===== config.mk =====
export PLATFORM = sky130hd
export DESIGN_NAME = keycode_event_decoder_flat
export DESIGN_NICKNAME = d
export VERILOG_FILES = /design/src/rtl/keycode_event_decoder_pkg.sv /design/src/rtl/keycode_event_decoder_if.sv /design/src/rtl/keycode_event_decoder_fifo.sv /design/src/rtl/keycode_event_decoder.sv /design/src/flat_wrapper.sv
export SDC_FILE = /design/constraint.sdc
export NUM_CORES = 1
export LEC_CHECK = 0
export CAP_MARGIN = 15
export CORE_ASPECT_RATIO = 0.6
export CORE_MARGIN = 2
export CORE_UTILIZATION = 56
export DETAILED_ROUTE_END_ITERATION = 8
export PLACE_DENSITY_LB_ADDON = 0.25
export SLEW_MARGIN = 20
export SYNTH_ARGS = -nofsm -noshare
export SYNTH_HDL_FRONTEND = slang
export SYNTH_SLANG_ARGS = --single-unit

===== constraint.sdc =====
create_clock -name Clk_i -period 3 [get_ports Clk_i]
set_clock_uncertainty 0.2 [all_clocks]
set_input_delay 0.45 -clock Clk_i [delete_from_list [all_inputs] [get_ports Clk_i]]
set_output_delay 0.45 -clock Clk_i [all_outputs]
set_load 0.05 [all_outputs]

===== src/rtl/keycode_event_decoder_pkg.sv =====
// rtl/keycode_event_decoder_pkg.sv - key codes, action indices and event types for the keycode decoder
package keycode_event_decoder_pkg;

   localparam int NUM_ACTIONS = 4;

   localparam logic [7:0] KEY_LEFT  = 8'h04;
   localparam logic [7:0] KEY_RIGHT = 8'h07;
   localparam logic [7:0] KEY_FIRE  = 8'h2C;
   localparam logic [7:0] KEY_START = 8'h28;

   localparam int ACT_LEFT  = 0;
   localparam int ACT_RIGHT = 1;
   localparam int ACT_FIRE  = 2;
   localparam int ACT_START = 3;

   typedef enum logic [1:0] {
      EV_PRESS   = 2'b00,
      EV_RELEASE = 2'b01,
      EV_REPEAT  = 2'b10
   } ev_type_t;

   typedef struct packed {
      ev_type_t   ev_type;
      logic [1:0] action;
   } key_event_t;

   // An action is active when either packed HID byte carries its code; 8'h00 never matches.
   function automatic logic [NUM_ACTIONS-1:0] decode_actions(input logic [15:0] kc);
      logic [NUM_ACTIONS-1:0] act;
      logic [7:0]             code;
      act = '0;
      for (int b = 0; b < 2; b++) begin
         code = kc[8*b +: 8];
         act[ACT_LEFT]  = act[ACT_LEFT]  | (code == KEY_LEFT);
         act[ACT_RIGHT] = act[ACT_RIGHT] | (code == KEY_RIGHT);
         act[ACT_FIRE]  = act[ACT_FIRE]  | (code == KEY_FIRE);
         act[ACT_START] = act[ACT_START] | (code == KEY_START);
      end
      return act;
   endfunction

endpackage


===== src/rtl/keycode_event_decoder_if.sv =====
// rtl/keycode_event_decoder_if.sv - valid/ready key event stream between decoder and game logic
interface keycode_event_decoder_if;

   logic       EvValid;
   logic       EvReady;
   logic [1:0] EvType;
   logic [1:0] EvAction;

   modport master (
      output EvValid,
      output EvType,
      output EvAction,
      input  EvReady
   );

   modport slave (
      input  EvValid,
      input  EvType,
      input  EvAction,
      output EvReady
   );

endinterface


===== src/rtl/keycode_event_decoder_fifo.sv =====
// rtl/keycode_event_decoder_fifo.sv - show-ahead synchronous FIFO of key events
module key_event_fifo
   import keycode_event_decoder_pkg::*;
#(
   parameter int DEPTH = 4
) (
   input  logic       Clk_i,
   input  logic       Reset_i,
   input  logic       push_i,
   input  key_event_t push_data_i,
   input  logic       pop_i,
   output key_event_t head_o,
   output logic       full_o,
   output logic       empty_o
);

   localparam int PW = $clog2(DEPTH);
   localparam int CW = $clog2(DEPTH + 1);

   key_event_t      mem_q [DEPTH];
   logic [PW-1:0]   wr_ptr_q, wr_ptr_d;
   logic [PW-1:0]   rd_ptr_q, rd_ptr_d;
   logic [CW-1:0]   count_q,  count_d;

   assign full_o  = (count_q == CW'(DEPTH));
   assign empty_o = (count_q == '0);
   // Head is forced to zero while empty so the consumer sees a clean bus after reset.
   assign head_o  = empty_o ? '0 : mem_q[rd_ptr_q];

   // Pointer and occupancy update; push+pop together leaves the count unchanged, even when full.
   always_comb begin
      wr_ptr_d = wr_ptr_q;
      rd_ptr_d = rd_ptr_q;
      count_d  = count_q;
      if (push_i) begin
         wr_ptr_d = wr_ptr_q + 1'b1;
      end
      if (pop_i) begin
         rd_ptr_d = rd_ptr_q + 1'b1;
      end
      if (push_i && !pop_i) begin
         count_d = count_q + 1'b1;
      end else if (!push_i && pop_i) begin
         count_d = count_q - 1'b1;
      end
   end

   // Pointer/count state register.
   always_ff @(posedge Clk_i) begin
      if (Reset_i) begin
         wr_ptr_q <= '0;
         rd_ptr_q <= '0;
         count_q  <= '0;
      end else begin
         wr_ptr_q <= wr_ptr_d;
         rd_ptr_q <= rd_ptr_d;
         count_q  <= count_d;
      end
   end

   // Storage write; when full with a pop the tail slot is the head slot being read out this cycle.
   always_ff @(posedge Clk_i) begin
      if (push_i) begin
         mem_q[wr_ptr_q] <= push_data_i;
      end
   end

endmodule


===== src/rtl/keycode_event_decoder.sv =====
// rtl/keycode_event_decoder.sv - debounce, decode and queue keycode words as game action events
module keycode_event_decoder
   import keycode_event_decoder_pkg::*;
#(
   parameter int STABLE_CYCLES = 4,
   parameter int FIFO_DEPTH    = 4,
   parameter int FIRE_REPEAT   = 8
) (
   input  logic                   Clk_i,
   input  logic                   Reset_i,
   input  logic [15:0]            keycode_i,
   input  logic                   FrameTick_i,
   output logic [NUM_ACTIONS-1:0] Held_o,
   output logic                   Dropped_o,
   keycode_event_decoder_if.master ev
);

   localparam int SCW = (STABLE_CYCLES > 1) ? $clog2(STABLE_CYCLES) : 1;
   localparam int RCW = (FIRE_REPEAT > 1)   ? $clog2(FIRE_REPEAT)   : 1;
   localparam logic [SCW-1:0] STABLE_MAX = SCW'(STABLE_CYCLES - 1);
   localparam logic [RCW-1:0] REPEAT_MAX = RCW'(FIRE_REPEAT - 1);

   logic [15:0]            kc_q;
   logic [SCW-1:0]         cnt_q,       cnt_d;
   logic [NUM_ACTIONS-1:0] held_q,      held_d;
   logic [NUM_ACTIONS-1:0] rise,        fall;

   logic [NUM_ACTIONS-1:0] pend_press_q, pend_press_d;
   logic [NUM_ACTIONS-1:0] pend_rel_q,   pend_rel_d;
   logic                   pend_rep_q,   pend_rep_d;
   logic [RCW-1:0]         rcnt_q,       rcnt_d;
   logic                   dropped_q,    dropped_d;

   logic [NUM_ACTIONS-1:0] clr_press, clr_rel;
   logic                   clr_rep;
   logic [NUM_ACTIONS-1:0] press_kept, rel_kept;
   logic                   rep_kept;
   logic                   rep_drop;
   logic [1:0]             press_idx, rel_idx;

   logic                   fifo_full, fifo_empty;
   logic                   push, pop, can_push;
   key_event_t             push_ev, head_ev;

   assign Held_o    = held_q;
   assign Dropped_o = dropped_q;

   // Debounce: the word must match the previous sample STABLE_CYCLES edges in a row before decode updates.
   always_comb begin
      cnt_d  = '0;
      held_d = held_q;
      if (keycode_i == kc_q) begin
         cnt_d = (cnt_q == STABLE_MAX) ? cnt_q : cnt_q + 1'b1;
         if (cnt_q == STABLE_MAX) begin
            held_d = decode_actions(kc_q);
         end
      end
      rise = held_d & ~held_q;
      fall = held_q & ~held_d;
   end

   // Lowest-index pending press and release, used by the serializer.
   always_comb begin
      press_idx = '0;
      rel_idx   = '0;
      for (int i = NUM_ACTIONS - 1; i >= 0; i--) begin
         if (pend_press_q[i]) begin
            press_idx = 2'(i);
         end
         if (pend_rel_q[i]) begin
            rel_idx = 2'(i);
         end
      end
   end

   // Serializer: one pending event per edge, presses before releases before the fire repeat.
   always_comb begin
      pop       = ev.EvValid && ev.EvReady;
      can_push  = !fifo_full || pop;
      push      = 1'b0;
      push_ev   = '0;
      clr_press = '0;
      clr_rel   = '0;
      clr_rep   = 1'b0;
      if (can_push) begin
         if (|pend_press_q) begin
            push               = 1'b1;
            push_ev.ev_type    = EV_PRESS;
            push_ev.action     = press_idx;
            clr_press[press_idx] = 1'b1;
         end else if (|pend_rel_q) begin
            push               = 1'b1;
            push_ev.ev_type    = EV_RELEASE;
            push_ev.action     = rel_idx;
            clr_rel[rel_idx]   = 1'b1;
         end else if (pend_rep_q) begin
            push               = 1'b1;
            push_ev.ev_type    = EV_REPEAT;
            push_ev.action     = 2'(ACT_FIRE);
            clr_rep            = 1'b1;
         end
      end
   end

   // Pending edges and fire auto-repeat; a bit being pushed this edge does not count as already pending.
   always_comb begin
      press_kept   = pend_press_q & ~clr_press;
      rel_kept     = pend_rel_q   & ~clr_rel;
      rep_kept     = pend_rep_q   & ~clr_rep;
      pend_press_d = press_kept | rise;
      pend_rel_d   = rel_kept   | fall;
      pend_rep_d   = rep_kept;
      rcnt_d       = rcnt_q;
      rep_drop     = 1'b0;
      if (fall[ACT_FIRE]) begin
         rcnt_d     = '0;
         pend_rep_d = 1'b0;
      end else if (rise[ACT_FIRE]) begin
         rcnt_d = '0;
      end else if (FrameTick_i && held_q[ACT_FIRE]) begin
         if (rcnt_q == REPEAT_MAX) begin
            rcnt_d     = '0;
            pend_rep_d = 1'b1;
            rep_drop   = rep_kept;
         end else begin
            rcnt_d = rcnt_q + 1'b1;
         end
      end
      dropped_d = dropped_q | (|(press_kept & rise)) | (|(rel_kept & fall)) | rep_drop;
   end

   // Decoder state register.
   always_ff @(posedge Clk_i) begin
      if (Reset_i) begin
         kc_q         <= '0;
         cnt_q        <= '0;
         held_q       <= '0;
         pend_press_q <= '0;
         pend_rel_q   <= '0;
         pend_rep_q   <= 1'b0;
         rcnt_q       <= '0;
         dropped_q    <= 1'b0;
      end else begin
         kc_q         <= keycode_i;
         cnt_q        <= cnt_d;
         held_q       <= held_d;
         pend_press_q <= pend_press_d;
         pend_rel_q   <= pend_rel_d;
         pend_rep_q   <= pend_rep_d;
         rcnt_q       <= rcnt_d;
         dropped_q    <= dropped_d;
      end
   end

   key_event_fifo #(
      .DEPTH (FIFO_DEPTH)
   ) u_fifo (
      .Clk_i       (Clk_i),
      .Reset_i     (Reset_i),
      .push_i      (push),
      .push_data_i (push_ev),
      .pop_i       (pop),
      .head_o      (head_ev),
      .full_o      (fifo_full),
      .empty_o     (fifo_empty)
   );

   assign ev.EvValid  = !fifo_empty;
   assign ev.EvType   = head_ev.ev_type;
   assign ev.EvAction = head_ev.action;

endmodule


===== src/flat_wrapper.sv =====
// flat-port wrapper written by rule: the top's interface ports become plain ports
module keycode_event_decoder_flat import keycode_event_decoder_pkg::*;
#(
   parameter int STABLE_CYCLES = 4,
   parameter int FIFO_DEPTH    = 4,
   parameter int FIRE_REPEAT   = 8
)
  (Clk_i, Reset_i, keycode_i, FrameTick_i, Held_o, Dropped_o, ev_EvValid, ev_EvType, ev_EvAction, ev_EvReady);
  keycode_event_decoder_if ev_i ();
  input  logic Clk_i;
  input  logic Reset_i;
  input  logic [15:0] keycode_i;
  input  logic FrameTick_i;
  output logic [NUM_ACTIONS-1:0] Held_o;
  output logic Dropped_o;
  output wire logic [$bits(ev_i.EvValid)-1:0] ev_EvValid;
  output wire logic [$bits(ev_i.EvType)-1:0] ev_EvType;
  output wire logic [$bits(ev_i.EvAction)-1:0] ev_EvAction;
  input wire logic [$bits(ev_i.EvReady)-1:0] ev_EvReady;
  assign ev_EvValid = ev_i.EvValid;
  assign ev_EvType = ev_i.EvType;
  assign ev_EvAction = ev_i.EvAction;
  assign ev_i.EvReady = ev_EvReady;
  keycode_event_decoder #(.STABLE_CYCLES(STABLE_CYCLES), .FIFO_DEPTH(FIFO_DEPTH), .FIRE_REPEAT(FIRE_REPEAT)) u_core (.Clk_i(Clk_i), .Reset_i(Reset_i), .keycode_i(keycode_i), .FrameTick_i(FrameTick_i), .Held_o(Held_o), .Dropped_o(Dropped_o), .ev(ev_i));
endmodule

=== Yosys cells after proc, flatten, opt, wreduce, memory -nomap -nowiden ===
Memories as Yosys holds them, arrays and structs flattened. A register that Yosys moved wholly into a read port is not among the register bits.
Index checks and enable logic that the tools add are counted.
W data, S select, Z words.

* Add/sub/neg operators: 6
* Magnitude comparators: 4
* Bitwise operators: 22
* Reductions and logical operators: 20
* Divide/modulo/power cells: 0
* Eq/ne operators: 12
* Muxes and demuxes: 45
* Shift operators: 0
* Multiply operators: 0

{| class="wikitable"
|+ Operator list
! kind !! number
|-
| $mux W4 || 12
|-
| $eq A8 B3 Y1 const B || 4
|-
| $eq A8 B6 Y1 const B || 4
|-
| $and A4 B4 Y4 || 6
|-
| $mux W2 || 10
|-
| $mux W1 || 18
|-
| $eq A16 B16 Y1 || 1
|-
| $not A4 Y4 || 4
|-
| $reduce_or A4 Y1 || 4
|-
| $mux W3 || 3
|-
| $or A4 B4 Y4 || 2
|-
| $or A1 B1 Y1 || 7
|-
| $add A2 B1 Y2 const B || 3
|-
| $add A3 B1 Y3 const B || 2
|-
| $eq A3 B3 Y1 const B || 2
|-
| $logic_and A1 B1 Y1 || 6
|-
| $lt A2 B3 Y1 const B || 2
|-
| $demux W1 S2 || 2
|-
| $ge A2 B1 Y1 const B || 2
|-
| $logic_not A1 Y1 || 4
|-
| $reduce_or A2 Y1 || 2
|-
| $logic_not A3 Y1 || 1
|-
| $reduce_or A3 Y1 || 1
|-
| $sub A3 B1 Y3 const B || 1
|-
| 5 further kinds || 6
|}

* Word-level logic and storage cells: 121
* Input port bits: 20
* Bits in latches: 0
* Memory bits (read-only): 0
* RAM bits: 16
* Output and inout bits: 10
* Memories: 1
* Flip-flop bits (word level): 42

{| class="wikitable"
|+ Memories
! name !! words !! width !! read ports !! clocked after memory_dff !! wr ports !! RTL line !! text
|-
| u_core.u_fifo.mem_q || 4 || 4 || 1 || 1 || 1 || keycode_event_decoder_fifo.sv:20 || <nowiki>key_event_t mem_q [DEPTH];</nowiki>
|}

=== Logic depth before layout (Yosys ltp) ===
Gate-level depths: netlist (run 1).

* Word-level depth: 17
* Depth in mapped cells: 9
* Depth with buffers taken out: 8

=== Hierarchy ===
From an unflattened synthesis (run 1), not the netlist that was laid out.

* Cells, all modules: 266
* Area, all modules: 2812.7 um^2

{| class="wikitable"
|+ Modules (own cells, without submodules)
! module !! cells an instance !! instances !! area each (um^2) !! seq. area each (um^2)
|-
| keycode_event_decoder || 198 || 1 || 1780.5 || 700.7
|-
| key_event_fifo || 68 || 1 || 1032.2 || 660.6
|}

=== Worst setup path after synthesis (run 1) ===
OpenSTA, ideal clock, no wires.

* Path type: reg-to-reg
* Start point: register u_core.u_fifo.count_q[0]
* End point: register u_core.u_fifo.count_q[2]
* Data required time: 2729 ps
* Path buffers: 1
* Cell stages (with the launch flop): 10
* Setup time: 71 ps
* Period minus slack after synthesis: 2706 ps
* Arrival: 2435 ps
* Path slack: 294 ps
* Cells stage by stage: dfxtp_1 or3_1 clkbuf_1 nand2_1 ha_1 inv_1 fa_1 xor2_1 or3_1 a21oi_1

* Longest elaborated chain between the ends: 8
* Elaborated cells on any way between the ends: 16
* Classes of those cells: add/sub (2); eq/ne (1); mux (3); reduce/logical (10)

{| class="wikitable"
|+ RTL lines
! item !! RTL line !! text
|-
| start: declaration || keycode_event_decoder_fifo.sv:23 || <nowiki>logic [CW-1:0] count_q, count_d;</nowiki>
|-
| start signal: assignment || keycode_event_decoder_fifo.sv:57 || <nowiki>count_q <= count_d;</nowiki>
|-
| $logic_not A3 Y1 (*) || keycode_event_decoder_fifo.sv:26 || <nowiki>assign empty_o = (count_q == '0);</nowiki>
|-
| $logic_not A1 Y1 (*) || keycode_event_decoder.sv:168 || <nowiki>assign ev.EvValid = !fifo_empty;</nowiki>
|-
| net ev_EvValid || flat_wrapper.sv:16 || <nowiki>output wire logic [$bits(ev_i.EvValid)-1:0] ev_EvValid;</nowiki>
|-
| $logic_and A1 B1 Y1 (*) || keycode_event_decoder.sv:78 || <nowiki>pop = ev.EvValid && ev.EvReady;</nowiki>
|-
| $logic_or A1 B1 Y1 || keycode_event_decoder.sv:79 || <nowiki>can_push = !fifo_full || pop;</nowiki>
|-
| $mux W1 || keycode_event_decoder.sv:85 || <nowiki>if (can_push) begin</nowiki>
|-
| $logic_not A1 Y1 || keycode_event_decoder_fifo.sv:43 || <nowiki>end else if (!push_i && pop_i) begin</nowiki>
|-
| $logic_and A1 B1 Y1 || keycode_event_decoder_fifo.sv:43 ||
|-
| $reduce_bool A2 Y1 (no source line) || -- ||
|}

The timed path passes the listed nets; every way through them passes the cells marked *. The select of a mux whose other input is x is not followed.
A chain may end at the register's enable or synchronous reset.

==> results of run 1 <==
-- logic make-up after synthesis --
logic type | count (synthesis)
simple gates | 105
xor+xnor | 23
buf+inv | 16
compound gates | 41
flops | 60
fa+ha+maj | 9
mux | 10
-- layout by cell type (no fill, tap or decap), types with 3 or more instances in the layout --
cell,instances
sky130_fd_sc_hd__mux2i_1,4
sky130_fd_sc_hd__clkbuf_8,9
sky130_fd_sc_hd__a31oi_1,3
sky130_fd_sc_hd__and3_1,4
sky130_fd_sc_hd__a21oi_1,19
sky130_fd_sc_hd__nor3_1,4
sky130_fd_sc_hd__dfxtp_1,44
sky130_fd_sc_hd__mux4_2,4
sky130_fd_sc_hd__or3_1,4
sky130_fd_sc_hd__nand3b_1,3
sky130_fd_sc_hd__inv_1,7
sky130_fd_sc_hd__clkdlybuf4s50_1,28
sky130_fd_sc_hd__edfxtp_1,16
sky130_fd_sc_hd__nand4_1,6
sky130_fd_sc_hd__xor2_1,5
sky130_fd_sc_hd__nand2_1,11
sky130_fd_sc_hd__and2_1,9
sky130_fd_sc_hd__nor2_1,22
sky130_fd_sc_hd__xnor2_1,18
sky130_fd_sc_hd__ha_1,8
sky130_fd_sc_hd__buf_4,4
sky130_fd_sc_hd__o21ai_0,3
sky130_fd_sc_hd__nand3_1,7
sky130_fd_sc_hd__nor2b_1,19
sky130_fd_sc_hd__bufinv_16,3
-- power breakdown --
part,total (mW),internal [mW],switching [mW]
Sequential,0.926,0.869,0.0569
Combinational,0.513,0.210,0.303
Clock,0.855,0.545,0.311
Total,2.29,1.62,0.671
-- registers in the layout, indices dropped and copies added, names as in the netlist, 3 cells and up, named ones only --
name,flops
u_core.u_fifo.count_q,3
u_core.u_fifo.mem_q,16
u_core.pend_rel_q,4
u_core.kc_q,16
u_core.rcnt_q,3
u_core.Held_o,4
u_core.pend_press_q,4
-- critical path, stage by stage (launching register included) --
cell                              delay [ns]
sky130_fd_sc_hd__dfxtp_1                0.49
sky130_fd_sc_hd__mux4_2                 0.54
sky130_fd_sc_hd__and2_1                 0.18
sky130_fd_sc_hd__clkdlybuf4s50_1        0.70
-- worst paths after layout --
check / slack [ns] / from / end
worst max-delay path: 0.11 / register / ev_EvAction[1]
worst min-delay path: 0.27 / u_core.rcnt_q[1] / u_core.rcnt_q[1]
worst max register to register: 0.40 / u_core.u_fifo.count_q[0] / u_core.u_fifo.count_q[2]
worst min register to register: 0.27 / u_core.rcnt_q[1] / u_core.rcnt_q[1]
-- routing by layer --
layer / vias up / GRT usage (%)
li1: 1014 / -
met1: 936 / 36.4
met2: 69 / 30.1
met3: 7 / 7.38
met4: 0 / 7.35
met5: - / 0
-- area by class of cell --
type	count	area, sq um
flip-flops and latches	60	1360
clock buffers	10	128
fillers	328	1310
clock inverters	6	103
well taps	63	78.8
inverters	7	26.3
multi-input cells	188	1380
repair buffers	33	323
-- repair_timing --
action                                  CTS  global route
resized for setup                         0             1
endpoints found under the setup margin    0             1
hold endpoints to repair                  0             0
==> out/qor.csv, run 1 <==
stage,metric,value,unit
cells_and_area,share of layout cells above drive strength 1,11.2,%
cells_and_area,total non-filler cell area in the finished layout,3400,sq um
cells_and_area,number of nets in the finished design,328,
worst_hold_path,Worst Hold Path Cells,2,
clock_network,buffer levels on the longest clock path,2,
synth,Synth Net Count,293,
clock_network,count of hold buffers inserted by post-cts repair,0,
floorplan,core area,4710,sq um
global_route,number of antenna violations at the first check in global routing,0,
setup_path,highest net fanout along the worst path,4,
placement,Post-Place Worst Slack,0.0984,ns
floorplan,area enclosed by the die boundary,5640,sq um
placement,number of instances in the placed design,351,
synth,"arithmetic-cell share of the synthesized area counting full adders, half adders and majority gates",4.26,%
setup_path,Setup CP Type,reg -> out,
global_route,maximum number of pins on one net before global-route repair,18,
synth,total of flip-flops plus latches after synthesis,60,
synth,share of synthesized area spent on multiplexers,5.54,%
timing,number of pins exceeding their max-slew limit in the final report,0,
cells_and_area,Antenna diodes,0,
cells_and_area,non-filler instance count after layout,367,
synth,top-count cell post-synth,sky130_fd_sc_hd__dfxtp_1,
drt,total met3 wirelength after detailed routing,409,um
clock_network,total clock sinks,60,
setup_path,CP required,2.35,ns
synth,count of flip-flops with a built-in enable after synthesis,16,
drt,WL met2,2200,um
timing,Fmax,0.346,GHz
synth,most area-hungry cell type in the Yosys netlist,sky130_fd_sc_hd__dfxtp_1,
placement,final weighted congestion in routability-driven placement,0.861,
timing,Worst Max-Slew Pin Slew,0.543,ns
synth,"Warnings, synthesis",0,
synth,unique cell type count in the Yosys netlist,56,
drt,Metal-1 WL,3010,um
timing,final worst-path setup slack,0.110,ns
drt,average routed wire per standard cell,15.5,um
timing,Finish-stage setup viols,0,
synth,Synth top cells by count,"sky130_fd_sc_hd__dfxtp_1, sky130_fd_sc_hd__nor2_1, sky130_fd_sc_hd__a21oi_1, sky130_fd_sc_hd__nor2b_1, sky130_fd_sc_hd__xnor2_1",
clock_network,clock latency on the worst-skew pair,0.34,ns
floorplan,vertical extent of the die,59.0,um
status,result of the run,"complete, no violations",
clock_network,post-CTS setup buffer count,0,
synth,top-area cell type share of the netlist area,31.2,%
clock_network,number of H-tree levels,3,
timing,worst hold-check slack,0.273,ns
timing,number of endpoints with negative hold slack in the final report,0,
drt,vias per inst,5.52,
drt,Final ANT Viol Nets,0,
run,max-cap check violation count,0,
global_route,first-pass GRT wire length,9560,um
timing,setup repair after global routing missed its margin,no,
timing,final worst-path cycle share,96.3,%
setup_path,endpoint arrival time on the critical path,2.24,ns
synth,synthesized-area fraction occupied by xor and xnor cells,7.14,%
synth,Mapped Cells,264,
synth,"Primary FF master, synth",sky130_fd_sc_hd__dfxtp_1,
floorplan,starting density of the core,59.9,%
drt,initial DRC count,93,
global_route,overflow left after global routing,0,
worst_hold_path,min-delay worst type,reg -> reg,
pwr,VDD IR max,0.000406,V
floorplan,Placement Rows,19,
pwr,power per cell area,674,nW/um^2
synth,Synth Area in Simple Gates,22.4,%
drt,number of iterations in the first detailed-routing pass,4,
synth,sequential cell area fraction in the yosys report,48.2,%
synth,Synth Area in Compound Gates,9.62,%
synth,cell area after synthesis,2820,sq um
clock_network,"CTS clk-pin slew, worst paths",0.06,ns
synth,Mean Syn Cell Area,10.7,sq um
cells_and_area,fin util,72.3,%
drt,Routed Wire Length,5690,um
drt,remaining routing DRC violations,0,
placement,count of port buffers added during placement,29,
synth,Synth area leaders,"sky130_fd_sc_hd__dfxtp_1, sky130_fd_sc_hd__edfxtp_1, sky130_fd_sc_hd__xnor2_1, sky130_fd_sc_hd__nor2b_1, sky130_fd_sc_hd__ha_1",
synth,largest family of logic cells by synthesized area,simple AND/OR/NAND/NOR gates,
placement,Placed Instance Area,3170,sq um
drt,highest metal used,met4,
pwr,Leakage Power,1.25,nW
drt,total vias in the final route,2026,
placement,half-perimeter wire length after detailed placement,4260,um
cells_and_area,growth of design area from synthesis to finish,20.6,%
setup_path,startpoint type of the worst setup path,register,
clock_network,CTS tree,done,
pwr,Pwr Total,2.29,mW
synth,fraction of synthesis flops using an asynchronous set or reset pin,0,%
clock_network,number of buffers created by CTS,9,
timing,Period minus WS final,2.89,ns
floorplan,Die X,95.6,um
setup_path,nature of the critical path endpoint,output port,
floorplan,I/O pin count,30,
setup_path,Reg2Reg Depth,8,
timing,Setup Total Neg Slack,0,ns
global_route,total routing resource utilization after global routing,23.2,%
clock_network,root buffer selected by CTS,sky130_fd_sc_hd__clkbuf_8,
global_route,via count of the first global-routing pass,1888,
timing,Max-Slew Margin vs Limit,63.5,%
(Power assumes the default switching activity.)
==> run 2, diff against run 1 <==
SLEW_MARGIN = unset   (was 20)
==> results of run 2 <==
The final DEF is identical to that of run 1; final timing and power are the same.
==> run 3, diff against run 2 <==
HOLD_SLACK_MARGIN = 0.05   (was unset)
RECOVER_POWER = 50   (was unset)
==> out/qor.csv, run 3 (synthesis gave the netlist of run 1 again) <==
stage,metric,value,unit
clock_network,CTS tree,done,
setup_path,highest net fanout along the worst path,4,
clock_network,count of hold buffers inserted by post-cts repair,0,
setup_path,register-to-register setup slack,0.40,ns
pwr,VDD IR max,0.000405,V
drt,vias per inst,5.51,
floorplan,Die X,95.6,um
setup_path,startpoint type of the worst setup path,register,
global_route,first-pass GRT wire length,9560,um
timing,Fmax,0.346,GHz
drt,initial DRC count,96,
setup_path,CP required,2.35,ns
clock_network,number of H-tree levels,3,
setup_path,endpoint arrival time on the critical path,2.24,ns
run,max-cap check violation count,0,
global_route,number of antenna violations at the first check in global routing,0,
worst_hold_path,end of the worst hold path,u_core.rcnt_q[1],
global_route,via count of the first global-routing pass,1888,
worst_hold_path,min-delay worst type,reg -> reg,
timing,number of pins exceeding their max-slew limit in the final report,0,
setup_path,reg-to-reg critical path endpoint,u_core.u_fifo.count_q[2],
clock_network,buffer levels on the longest clock path,2,
drt,remaining routing DRC violations,0,
worst_hold_path,Min-Delay Startpoint,u_core.rcnt_q[1],
floorplan,core area,4710,sq um
placement,final weighted congestion in routability-driven placement,0.861,
setup_path,Setup CP Type,reg -> out,
placement,half-perimeter wire length after detailed placement,4260,um
cells_and_area,total non-filler cell area in the finished layout,3380,sq um
cells_and_area,Regs by FF count,"u_core.kc_q x16, u_core.u_fifo.mem_q x16",
cells_and_area,fin util,71.8,%
global_route,total routing resource utilization after global routing,23.2,%
pwr,Leakage Power,1.23,nW
floorplan,area enclosed by the die boundary,5640,sq um
global_route,overflow left after global routing,0,
placement,Placed Instance Area,3170,sq um
clock_network,root buffer selected by CTS,sky130_fd_sc_hd__clkbuf_8,
timing,final worst-path setup slack,0.107,ns
pwr,Pwr Total,2.29,mW
timing,worst hold-check slack,0.273,ns
setup_path,nature of the critical path endpoint,output port,
drt,Routed Wire Length,5680,um
floorplan,vertical extent of the die,59.0,um
floorplan,starting density of the core,59.9,%
cells_and_area,share of layout cells above drive strength 1,9.54,%
status,result of the run,"complete, no violations",
setup_path,reg-to-reg critical path startpoint,u_core.u_fifo.count_q[0],
placement,count of port buffers added during placement,29,
clock_network,"CTS clk-pin slew, worst paths",0.06,ns
worst_hold_path,Worst Hold Path Cells,2,
cells_and_area,growth of design area from synthesis to finish,19.8,%
drt,average routed wire per standard cell,15.5,um
setup_path,Reg2Reg Depth,8,
clock_network,number of buffers created by CTS,9,
drt,Final ANT Viol Nets,0,
cells_and_area,number of nets in the finished design,328,
floorplan,I/O pin count,30,
clock_network,post-CTS setup buffer count,0,
floorplan,Placement Rows,19,
cells_and_area,highest-count cells in the layout ignoring fill and taps,"sky130_fd_sc_hd__dfxtp_1, sky130_fd_sc_hd__clkdlybuf4s50_1, sky130_fd_sc_hd__nor2_1",
global_route,maximum number of pins on one net before global-route repair,18,
pwr,power per cell area,677,nW/um^2
cells_and_area,Antenna diodes,0,
drt,number of iterations in the first detailed-routing pass,4,
clock_network,"Gates resized, CTS repair",0,
timing,final worst-path cycle share,96.4,%
timing,Worst Max-Slew Pin Slew,0.755,ns
timing,Finish-stage setup viols,0,
placement,number of instances in the placed design,351,
timing,Max-Slew Margin vs Limit,49.7,%
cells_and_area,non-filler instance count after layout,367,
drt,total vias in the final route,2024,
timing,number of endpoints with negative hold slack in the final report,0,
clock_network,total clock sinks,60,
timing,setup repair after global routing missed its margin,no,
clock_network,clock latency on the worst-skew pair,0.34,ns
cells_and_area,"leading cell type in the layout, fill and taps excluded",sky130_fd_sc_hd__dfxtp_1,
placement,Post-Place Worst Slack,0.0984,ns
timing,Period minus WS final,2.89,ns
timing,Setup Total Neg Slack,0,ns
-- run 3: cell count changes in the layout (fill, tap and decap cells not counted) --
cell	before	now
sky130_fd_sc_hd__and2_0	0	1
sky130_fd_sc_hd__and2_1	9	8
sky130_fd_sc_hd__buf_4	4	0
sky130_fd_sc_hd__clkbuf_1	1	5
sky130_fd_sc_hd__clkdlybuf4s50_1	28	26
sky130_fd_sc_hd__dlygate4sd3_1	0	2
sky130_fd_sc_hd__nor4_1	1	2
sky130_fd_sc_hd__nor4_2	2	1
-- run 3: layout make-up --
cell class / count / area [sq um]
clock inverter: 6 / 103
inverter: 7 / 26.3
sequential: 60 / 1360
fill: 333 / 1330
clock buffer: 10 / 128
multi-input combinational: 188 / 1380
tap: 63 / 78.8
timing repair buffer: 33 / 308
-- run 3: where the power goes --
part	switching, mW	internal (mW)	leakage, nW
logic	0.303	0.208	0.609
clock network	0.309	0.545	0.115
registers	0.0573	0.869	0.510
total	0.669	1.62	1.23
-- run 3: metal layers --
metal	global-route usage (%)	wire length, um
met4	7.35	31
met1	36.4	3000
met3	7.38	444
met2	30.1	2210
met5	0	0
-- run 3: worst max-delay path: stages (launching register included) --
cell and delay [ns]:
sky130_fd_sc_hd__dfxtp_1 0.50, sky130_fd_sc_hd__mux4_2 0.54, sky130_fd_sc_hd__and2_1 0.18, sky130_fd_sc_hd__clkdlybuf4s50_1 0.70
-- run 3: worst max-delay path by stage --
stage,endpoint,depth (start not counted),from,slack (ns)
2_1_floorplan,u_core.u_fifo.count_q[2],9,u_core.u_fifo.count_q[0],0.29
3_3_place_gp,u_core.u_fifo.count_q[2],9,ev_EvReady,0.25
3_5_place_dp,u_core.u_fifo.count_q[2],9,ev_EvReady,0.1
4_1_cts,ev_EvType[0],3,register,0.03
5_1_grt,ev_EvAction[1],3,register,0.01
6_report,ev_EvAction[1],3,register,0.11
